### src/rtl/qerv_mdu_pkg.sv
// Shared constants for the qerv multiply/divide unit: widths, funct3 codes,
// FSM state encodings and the conditional-negate helpers.
package qerv_mdu_pkg;

    localparam int XLEN  = 32;
    localparam int ITER  = 32;
    localparam int CNT_W = 5;

    localparam logic [CNT_W-1:0] CNT_LAST = 5'd31;

    localparam logic [2:0] F3_MUL    = 3'b000;
    localparam logic [2:0] F3_MULH   = 3'b001;
    localparam logic [2:0] F3_MULHSU = 3'b010;
    localparam logic [2:0] F3_MULHU  = 3'b011;
    localparam logic [2:0] F3_DIV    = 3'b100;
    localparam logic [2:0] F3_DIVU   = 3'b101;
    localparam logic [2:0] F3_REM    = 3'b110;
    localparam logic [2:0] F3_REMU   = 3'b111;

    localparam logic [1:0] ST_IDLE = 2'd0;
    localparam logic [1:0] ST_CALC = 2'd1;
    localparam logic [1:0] ST_DONE = 2'd2;
    localparam logic [1:0] ST_WAIT = 2'd3;

    typedef enum logic [1:0] {
        S_IDLE = ST_IDLE,
        S_CALC = ST_CALC,
        S_DONE = ST_DONE,
        S_WAIT = ST_WAIT
    } mdu_state_e;

    function automatic logic [XLEN-1:0] cond_neg(input logic neg, input logic [XLEN-1:0] v);
        if (neg) begin
            return -v;
        end else begin
            return v;
        end
    endfunction

    function automatic logic [2*XLEN-1:0] cond_neg64(input logic neg, input logic [2*XLEN-1:0] v);
        if (neg) begin
            return -v;
        end else begin
            return v;
        end
    endfunction

endpackage

### src/rtl/qerv_mdu_opnd.sv
// Operand sign conditioning: turns rs1/rs2 into unsigned magnitudes and
// derives the result-negation flags for the selected funct3.
module qerv_mdu_opnd
    import qerv_mdu_pkg::*;
(
    input  logic [XLEN-1:0] rs1_i,
    input  logic [XLEN-1:0] rs2_i,
    input  logic [2:0]      op_i,
    output logic [XLEN-1:0] mag_a_o,
    output logic [XLEN-1:0] mag_b_o,
    output logic            neg_q_o,
    output logic            neg_r_o
);

    logic a_signed_s;
    logic b_signed_s;
    logic neg_a_s;
    logic neg_b_s;
    logic b_zero_s;

    // Signedness decode and magnitude/flag generation
    always_comb begin
        a_signed_s = 1'b0;
        b_signed_s = 1'b0;
        case (op_i)
            F3_MULH, F3_DIV, F3_REM: begin
                a_signed_s = 1'b1;
                b_signed_s = 1'b1;
            end
            F3_MULHSU: begin
                a_signed_s = 1'b1;
                b_signed_s = 1'b0;
            end
            default: begin
                a_signed_s = 1'b0;
                b_signed_s = 1'b0;
            end
        endcase
        neg_a_s  = a_signed_s & rs1_i[XLEN-1];
        neg_b_s  = b_signed_s & rs2_i[XLEN-1];
        b_zero_s = (rs2_i == {XLEN{1'b0}});
        mag_a_o  = cond_neg(neg_a_s, rs1_i);
        mag_b_o  = cond_neg(neg_b_s, rs2_i);
        // Divide by zero keeps the all-ones quotient unsigned regardless of rs1 sign
        neg_q_o  = (neg_a_s ^ neg_b_s) & ~(op_i[2] & b_zero_s);
        neg_r_o  = neg_a_s;
    end

endmodule

### src/rtl/qerv_mdu.sv
// Iterative RV32M multiply/divide unit: 32-cycle radix-2 shift-add multiply
// and restoring divide behind a valid/ready handshake.
module qerv_mdu
    import qerv_mdu_pkg::*;
#(
    parameter RESET_STRATEGY = "MINI"
) (
    input  logic            clk,
    input  logic            i_rst,
    input  logic            i_mdu_valid,
    input  logic [XLEN-1:0] i_mdu_rs1,
    input  logic [XLEN-1:0] i_mdu_rs2,
    input  logic [2:0]      i_mdu_op,
    output logic [XLEN-1:0] o_mdu_rd,
    output logic            o_mdu_ready
);

    localparam bit RST_RD = (RESET_STRATEGY == "MINI");

    mdu_state_e         state_q, state_d;
    logic [CNT_W-1:0]   cnt_q, cnt_d;
    logic               ready_q, ready_d;
    logic [XLEN-1:0]    rd_q, rd_d;
    logic [2:0]         op_q, op_d;
    logic [XLEN-1:0]    mag_a_q, mag_a_d;
    logic [XLEN-1:0]    mag_b_q, mag_b_d;
    logic               neg_quo_q, neg_quo_d;
    logic               neg_rem_q, neg_rem_d;
    logic [2*XLEN-1:0]  acc_q, acc_d;
    logic [XLEN:0]      rem_q, rem_d;
    logic [XLEN-1:0]    quo_q, quo_d;

    logic [XLEN-1:0]    opnd_mag_a_s;
    logic [XLEN-1:0]    opnd_mag_b_s;
    logic               opnd_neg_q_s;
    logic               opnd_neg_r_s;

    logic               start_s;
    logic               step_s;
    logic               load_s;
    logic [XLEN:0]      sum_s;
    logic [2*XLEN-1:0]  acc_step_s;
    logic [2*XLEN-1:0]  prod_s;
    logic [XLEN:0]      trial_s;
    logic [XLEN:0]      diff_s;
    logic               ge_s;
    logic [XLEN:0]      rem_step_s;
    logic [XLEN-1:0]    quo_step_s;
    logic [XLEN-1:0]    result_s;

    qerv_mdu_opnd u_opnd (
        .rs1_i   (i_mdu_rs1),
        .rs2_i   (i_mdu_rs2),
        .op_i    (i_mdu_op),
        .mag_a_o (opnd_mag_a_s),
        .mag_b_o (opnd_mag_b_s),
        .neg_q_o (opnd_neg_q_s),
        .neg_r_o (opnd_neg_r_s)
    );

    // Handshake FSM and iteration counter
    always_comb begin
        state_d = state_q;
        cnt_d   = cnt_q;
        ready_d = 1'b0;
        start_s = 1'b0;
        step_s  = 1'b0;
        load_s  = 1'b0;
        case (state_q)
            S_IDLE: begin
                if (i_mdu_valid) begin
                    start_s = 1'b1;
                    cnt_d   = {CNT_W{1'b0}};
                    state_d = S_CALC;
                end else begin
                    state_d = S_IDLE;
                end
            end
            S_CALC: begin
                step_s = 1'b1;
                cnt_d  = cnt_q + 5'd1;
                if (cnt_q == CNT_LAST) begin
                    load_s  = 1'b1;
                    ready_d = 1'b1;
                    state_d = S_DONE;
                end else begin
                    state_d = S_CALC;
                end
            end
            S_DONE: begin
                state_d = S_WAIT;
            end
            S_WAIT: begin
                if (i_mdu_valid) begin
                    state_d = S_WAIT;
                end else begin
                    state_d = S_IDLE;
                end
            end
            default: begin
                state_d = S_IDLE;
            end
        endcase
    end

    // One radix-2 step of both datapaths; the finishing step feeds the result mux
    always_comb begin
        sum_s      = {1'b0, acc_q[2*XLEN-1:XLEN]} + {1'b0, (acc_q[0] ? mag_a_q : {XLEN{1'b0}})};
        acc_step_s = {sum_s, acc_q[XLEN-1:1]};
        prod_s     = cond_neg64(neg_quo_q, acc_step_s);

        // A set bit 32 in the partial remainder already exceeds any 32-bit divisor
        trial_s = {rem_q[XLEN-1:0], quo_q[XLEN-1]};
        ge_s    = rem_q[XLEN] | (trial_s >= {1'b0, mag_b_q});
        diff_s  = trial_s - {1'b0, mag_b_q};
        if (ge_s) begin
            rem_step_s = diff_s;
            quo_step_s = {quo_q[XLEN-2:0], 1'b1};
        end else begin
            rem_step_s = trial_s;
            quo_step_s = {quo_q[XLEN-2:0], 1'b0};
        end

        case (op_q)
            F3_MUL:                      result_s = prod_s[XLEN-1:0];
            F3_MULH, F3_MULHSU, F3_MULHU: result_s = prod_s[2*XLEN-1:XLEN];
            F3_DIV, F3_DIVU:             result_s = cond_neg(neg_quo_q, quo_step_s);
            F3_REM, F3_REMU:             result_s = cond_neg(neg_rem_q, rem_step_s[XLEN-1:0]);
            default:                     result_s = {XLEN{1'b0}};
        endcase
    end

    // Datapath next-state: capture on start, iterate in CALC, otherwise hold
    always_comb begin
        op_d      = op_q;
        mag_a_d   = mag_a_q;
        mag_b_d   = mag_b_q;
        neg_quo_d = neg_quo_q;
        neg_rem_d = neg_rem_q;
        acc_d     = acc_q;
        rem_d     = rem_q;
        quo_d     = quo_q;
        if (start_s) begin
            op_d      = i_mdu_op;
            mag_a_d   = opnd_mag_a_s;
            mag_b_d   = opnd_mag_b_s;
            neg_quo_d = opnd_neg_q_s;
            neg_rem_d = opnd_neg_r_s;
            acc_d     = {{XLEN{1'b0}}, opnd_mag_b_s};
            rem_d     = {(XLEN+1){1'b0}};
            quo_d     = opnd_mag_a_s;
        end else if (step_s) begin
            acc_d = acc_step_s;
            rem_d = rem_step_s;
            quo_d = quo_step_s;
        end else begin
            acc_d = acc_q;
        end
        if (load_s) begin
            rd_d = result_s;
        end else begin
            rd_d = rd_q;
        end
    end

    // Control registers with synchronous reset
    always_ff @(posedge clk) begin
        if (i_rst) begin
            state_q <= S_IDLE;
            ready_q <= 1'b0;
        end else begin
            state_q <= state_d;
            ready_q <= ready_d;
        end
    end

    // Result register; reset only under the MINI strategy
    always_ff @(posedge clk) begin
        if (i_rst) begin
            if (RST_RD) begin
                rd_q <= {XLEN{1'b0}};
            end
        end else begin
            rd_q <= rd_d;
        end
    end

    // Datapath registers, always reinitialised on capture so no reset is needed
    always_ff @(posedge clk) begin
        cnt_q     <= cnt_d;
        op_q      <= op_d;
        mag_a_q   <= mag_a_d;
        mag_b_q   <= mag_b_d;
        neg_quo_q <= neg_quo_d;
        neg_rem_q <= neg_rem_d;
        acc_q     <= acc_d;
        rem_q     <= rem_d;
        quo_q     <= quo_d;
    end

    assign o_mdu_rd    = rd_q;
    assign o_mdu_ready = ready_q;

endmodule
### config.mk
export PLATFORM = sky130hd
export DESIGN_NAME = qerv_mdu
export DESIGN_NICKNAME = d
export VERILOG_FILES = /design/src/rtl/qerv_mdu_pkg.sv /design/src/rtl/qerv_mdu_opnd.sv /design/src/rtl/qerv_mdu.sv
export SDC_FILE = /design/constraint.sdc
export NUM_CORES = 1
export LEC_CHECK = 0
export CAP_MARGIN = 20
export CORE_MARGIN = 10
export CORE_UTILIZATION = 55
export CTS_CLUSTER_SIZE = 40
export DETAILED_ROUTE_END_ITERATION = 10
export PLACE_DENSITY = 0.8
export SYNTH_ARGS = -nofsm -noshare
export SYNTH_HDL_FRONTEND = slang
export SYNTH_HIERARCHICAL = 1
export SYNTH_SLANG_ARGS = --single-unit
### constraint.sdc
create_clock -name clk -period 8.9 [get_ports clk]
set_input_delay 1.335 -clock clk [delete_from_list [all_inputs] [get_ports clk]]
set_output_delay 1.335 -clock clk [all_outputs]
set_load 0.01 [all_outputs]
==> results of run 1 <==
-- layer usage --
metal	track usage, %	up-vias	part of all wire, %
met3	6.09	96	9.6
met5	0	-	0.021
met2	44.5	794	45
li1	-	7959	-
met4	6.93	2	2.4
met1	38.8	8338	43
-- report_power, final --
group          switching [mW]  leakage, nW  internal (mW)
Clock                   0.504        0.442          0.673
Sequential              0.112         2.17           1.30
Combinational           0.708         4.83          0.424
Total                    1.33         7.44           2.40
-- cell type report --
type / count / area [µm²]
Tap cell: 442 / 553
Multi-Input combinational cell: 1665 / 11400
Sequential cell: 238 / 6150
Clock inverter: 16 / 161
Timing Repair Buffer: 119 / 1150
Clock buffer: 35 / 768
Fill cell: 2810 / 12200
Inverter: 77 / 289
-- logic make-up after synthesis --
kind of cell / share of synthesized area (%)
fa+ha+maj: 5.09
flops: 33.7
xor+xnor: 10.2
compound gates: 22.4
simple gates: 19.1
buf+inv: 4.14
mux: 5.29
-- how the worst min path moves through the flow --
stage,end,slack [ns],depth (start not counted)
floorplan,rem_q[32]$_SDFFE_PP0P_,0.43,2
global placement,acc_q[63]$_SDFFE_PP0P_,0.44,2
detailed placement,acc_q[63]$_SDFFE_PP0P_,0.45,2
CTS,acc_q[36]$_SDFFE_PP0P_,0.47,2
global route,acc_q[60]$_SDFFE_PP0P_,0.50,2
finish,acc_q[36]$_SDFFE_PP0P_,0.47,2
-- per-stage QoR --
stage / instances / hold WS, ns / total power [mW] / util, % / area [µm²]
2_1_floorplan: 2097 / 0.427 / 2.19 / - / 18200
3_3_place_gp: 2541 / 0.444 / 2.51 / 59.7 / 19500
3_5_place_dp: 2541 / 0.455 / 2.53 / 59.7 / 19500
4_1_cts: 2592 / 0.469 / 3.69 / 62.6 / 20400
5_1_grt: 2592 / 0.497 / 3.86 / 62.6 / 20400
6_report: 2592 / 0.466 / 3.72 / 62.6 / 20400
-- state kept, by name, summed over array words and instances, names as in the netlist --
signal       count
acc_q           64
rem_q           33
mag_a_q         32
mag_b_q         32
o_mdu_rd        32
quo_q           32
cnt_q            5
op_q             3
state_q          2
neg_quo_q        1
neg_rem_q        1
o_mdu_ready      1
-- Yosys cell counts (all sizes together), types with 21 or more instances --
cell type and count:
a211oi 24, a21o 22, a21oi 120, a22o 23, a31oi 30, and2 52
clkbuf 99, dfxtp 100, edfxtp 138, ha 71, inv 76, mux2 67
mux2i 21, nand2 186, nand3 32, nand4 25, nor2 133, nor3 77
nor4 37, o211ai 22, o21ai 151, o221ai 23, o31ai 47, o41ai 21
or3 35, xnor2 103, xor2 110
-- critical path: cells and delay by family (launching register included) --
family / cells / cell delay (ns)
DFF: 1 / 0.43
adders and majority gates: 2 / 0.64
buffers and inverters: 3 / 0.95
and+or+nand+nor: 6 / 1.34
AOI/OAI and AO/OA: 10 / 2.26
==> flow_metrics.tcl, run 1 <==
set metrics [dict create \
    status "completed" \
    layout_common_cells "186 x nand2_1, 145 x o21ai_0, 138 x edfxtp_1" \
    final_antenna_net_count 0 \
    slowest_stage "buf_4" \
    rr_endpoint "o_mdu_rd[24]$_SDFFE_PP0P_" \
    ys_seq_area_share_pct 33.7 \
    drt_wl_total_um 61100 \
    ys_top_cells_by_area "edfxtp_1 23%, dfxtp_1 11%, xor2_1 5.3%, xnor2_1 4.9%, ha_1 4.9%" \
    yosys_warnings 6 \
    syn_nets 2240 \
    max_freq_mhz 173 \
    cts_setup_buffers 0 \
    synth-edff-count 138 \
    hold_buffers 0 \
    die_h_um 202 \
    drv_slew 0 \
    crit_type "register to register" \
    grt_use_total_pct 28.3 \
    path_max_fanout 71 \
    ir_worst_vdd_mv 0.147 \
    arrival_ns 6.22 \
    start_util_pct 55.9 \
    syn_area_per_cell_um2 8.70 \
    cts_made_buffers 28 \
    cts_buffer_depth 3 \
    p_per_area_nw_per_um2 182 \
    dr.first_iter.drc_count 2212 \
    period_minus_slack_ns 5.80 \
    rows 66 \
    period_share_pct 65.1 \
    finalWeightedCongestion 1.01 \
    core-area_um2 32600 \
    root_buffer "clkbuf_16" \
    wl_per_cell_um 23.6 \
    ys_seq_elements 238 \
    cts_tree "yes" \
    synthCells 2097 \
    synth_async_sr_flop_share_pct 0 \
    hpwlAfterDp_um 47000 \
    p_leak_nw 7.44 \
    layout_commonest_cell "nand2_1" \
    grt_setup_unrepaired "false" \
    final_nets 2272 \
    drv_cap 0 \
    via_count 17200 \
    synth_top_area_share_pct 22.7 \
    cp_common_cell "a21oi_1" \
    clk_latency_ns 0.58 \
    syn_to_final_growth_pct 12.0 \
    min-delay-path-class "register to register" \
    r2r_cells 21 \
    crit-reg2reg-launch "rem_q[7]$_SDFFE_PP0P_" \
    r2r_slack_ns 3.10 \
    fin_tns_setup_ns 0 \
    overflow 0 \
    antenna_found_initial 2 \
    h-tree-depth 1 \
    setup_violations 0 \
    fin_skew_ns 0.0329 \
    place_ws_ns 3.29 \
    endpoint_kind "register" \
    netlist-cell-type-count 88 \
    relSlewSlack_pct 26.7 \
    yosysTopAreaCell "edfxtp_1" \
    cts.sinks 238 \
    min-delay-start "acc_q[36]$_SDFFE_PP0P_" \
    cts_resized 0 \
    first_global_vias 16100 \
    io_pins 103 \
    remaining_drc_errors 0 \
    via_per_inst 6.63 \
    grt_max_degree 83 \
    first_pass_iters 6 \
    grt_pass1_wl_um 92500 \
    tightest_slew_ns 1.10 \
    fp.dieW_um 202 \
    cp-start-kind "register" \
    required_ns 9.33 \
    cp_slowest_stage_delay_ns 0.57 \
    diodes 0 \
    clk_pin_slew_ns 0.06 \
    setup.worst_path.end "o_mdu_rd[24]$_SDFFE_PP0P_" \
    dominantRegCellSynth "edfxtp_1" \
    path_cells "ha_1 -> a21oi_1 -> o21ai_1 -> a211oi_1 -> o211ai_1 -> o31a_1 -> buf_4 -> inv_2 -> buf_4 -> nor2_1 -> a21oi_1 -> ha_1 -> nand2_1 -> a21oi_1 -> o2111ai_1 -> nor4_1 -> a32oi_1 -> or3_1 -> or3_1 -> nand4_1 -> a211oi_1" \
    port_buffers 102 \
    critPathLaunch "rem_q[7]$_SDFFE_PP0P_" \
    die-area_um2 40800 \
    postLayoutSetupSlackWorst_ns 3.10 \
    drive_above_1_share_pct 7.58 \
    syn_area_um2 18200 \
    hold_viol 0 \
]
No activity file was read; power rests on OpenSTA's default activity.
==> run 2, diff against run 1 <==
Clock period 8.9 ns to 5.6 ns, I/O delays scaled along.
==> flow_metrics.tcl, run 2 (synthesized netlist as in run 1, its figures left out) <==
set metrics [dict create \
    h-tree-depth 1 \
    via_count 17200 \
    hpwlAfterDp_um 47900 \
    top_register "acc_q" \
    relSlewSlack_pct 11.5 \
    period_share_pct 91.2 \
    n_fill_cell 2805 \
    grt_setup_unrepaired "false" \
    hold_viol 0 \
    top_regs "acc_q x64, rem_q x33" \
    drive_above_1_share_pct 7.67 \
    switchingPower_mw 2.09 \
    port_buffers 102 \
    fp.dieW_um 202 \
    die-area_um2 40800 \
    remaining_drc_errors 0 \
    p_seq_share_pct 37.7 \
    tightest_slew_ns 1.29 \
    fin_tns_setup_ns 0 \
    holdPathStages 2 \
    antenna_found_initial 3 \
    max_freq_mhz 196 \
    drt_wl_total_um 61700 \
    setup_violations 0 \
    drv_slew 0 \
    switching_share_pct 35.1 \
    slowest_stage "o21ai_0" \
    crit_type "register to register" \
    final_antenna_net_count 0 \
    grt_max_degree 137 \
    clk_latency_ns 0.57 \
    fin_util_pct 62.7 \
    first_pass_iters 6 \
    clockPowerShare_pct 31.5 \
    core-area_um2 32600 \
    period_minus_slack_ns 5.10 \
    first_global_vias 16000 \
    min-delay-path-class "register to register" \
    ir_worst_vdd_mv 0.238 \
    largest_reg_flops 64 \
    layout_common_cells "186 x nand2_1, 145 x o21ai_0, 138 x edfxtp_1" \
    p_int_mw 3.86 \
    p_per_area_nw_per_um2 291 \
    clk_pin_slew_ns 0.06 \
    cts_made_buffers 28 \
    layout_commonest_cell "nand2_1" \
    drv_cap 0 \
    overflow 0 \
    endpoint_kind "register" \
    arrival_ns 5.52 \
    root_buffer "clkbuf_16" \
    io_pins 103 \
    cp-start-kind "register" \
    syn_to_final_growth_pct 12.2 \
    dr.first_iter.drc_count 2269 \
    grt_pass1_wl_um 93500 \
    path_max_fanout 17 \
    combPwrFrac_pct 30.8 \
    wl_per_cell_um 23.8 \
    path_cells "buf_4 -> and2_1 -> ha_1 -> nand2_1 -> o21ai_0 -> a2bb2oi_1 -> nand2_1 -> xnor2_1 -> nand3_1 -> or4_4 -> nand2b_4 -> o31a_1 -> o41ai_1 -> o211ai_1" \
    grt_use_total_pct 28.7 \
    cts_buffer_depth 3 \
    ff_latch_area_um2 6150 \
    cts.sinks 238 \
    r2r_cells 14 \
    status "completed" \
    diodes 0 \
    start_util_pct 55.9 \
    multi_input_area_um2 11400 \
    required_ns 6.02 \
    finalWeightedCongestion 1.01 \
    cp_common_cell "nand2_1" \
    p_leak_nw 7.48 \
    final_nets 2278 \
    cts_tree "yes" \
    fin_skew_ns 0.0164 \
    die_h_um 202 \
    hold_buffers 0 \
    cp_slowest_stage_delay_ns 0.68 \
    rows 66 \
    via_per_inst 6.64 \
]
## run 2: what timing repair did
| action | CTS | global route |
|---|---|---|
| setup endpoints to repair | 0 | 4 |
| buffers inserted | 0 | 0 |
| gates resized for setup | 0 | 2 |
## run 2: path summary, 6_finish.rpt
kind / to / from / slack (ns)
min: acc_q[56]$_SDFFE_PP0P_ / acc_q[56]$_SDFFE_PP0P_ / 0.46
max reg2reg: o_mdu_rd[29]$_SDFFE_PP0P_ / acc_q[0]$_DFFE_PP_ / 0.50
max: o_mdu_rd[29]$_SDFFE_PP0P_ / acc_q[0]$_DFFE_PP_ / 0.50
min reg2reg: acc_q[56]$_SDFFE_PP0P_ / acc_q[56]$_SDFFE_PP0P_ / 0.46
## run 2: cell type report
cell class,instances,share of cell area [%]
Sequential cell,238,30.0
Tap cell,442,2.70
Multi-Input combinational cell,1665,55.5
Inverter,77,1.41
Timing Repair Buffer,125,5.89
Clock buffer,33,3.56
Clock inverter,13,0.880
## run 2: per-layer routing
layer,vias up,share of wire [%],track usage [%]
met5,-,0.026,0
met4,2,2.6,6.98
met3,114,9.9,5.95
met2,899,44,44.9
met1,8254,43,39.6
li1,7953,-,-
## run 2: per-stage QoR
step / area [µm²] / hold slack (ns) / cells / setup slack (ns) / power (mW)
3_3_place_gp: 19500 / 0.439 / 2547 / 0.620 / 4.01
6_report: 20500 / 0.462 / 2593 / 0.495 / 5.95
2_1_floorplan: 18200 / 0.427 / 2097 / 0.800 / 3.48
5_1_grt: 20500 / 0.495 / 2593 / 0.0845 / 6.18
4_1_cts: 20500 / 0.462 / 2593 / 0.459 / 5.91
3_5_place_dp: 19500 / 0.448 / 2547 / 0.498 / 4.05
## run 2: power groups by stage
stage | Combinational [mW] | Sequential [mW] | Clock, mW
2_1_floorplan | 1.27 | 2.20 | 0
3_3_place_gp | 1.74 | 2.27 | 0
3_5_place_dp | 1.78 | 2.28 | 0
4_1_cts | 1.79 | 2.24 | 1.88
5_1_grt | 1.97 | 2.26 | 1.95
6_report | 1.83 | 2.24 | 1.87
## run 2: worst max-delay path, delay by kind of cell (launching register included)
kind	cells	cell delay, ns
buffers and inverters	1	0.26
flip-flops	1	0.58
AND/OR/NAND/NOR	6	1.61
XOR/XNOR	1	0.28
adder cells (fa/ha/maj)	1	0.47
AO/OA/AOI/OAI	5	1.74
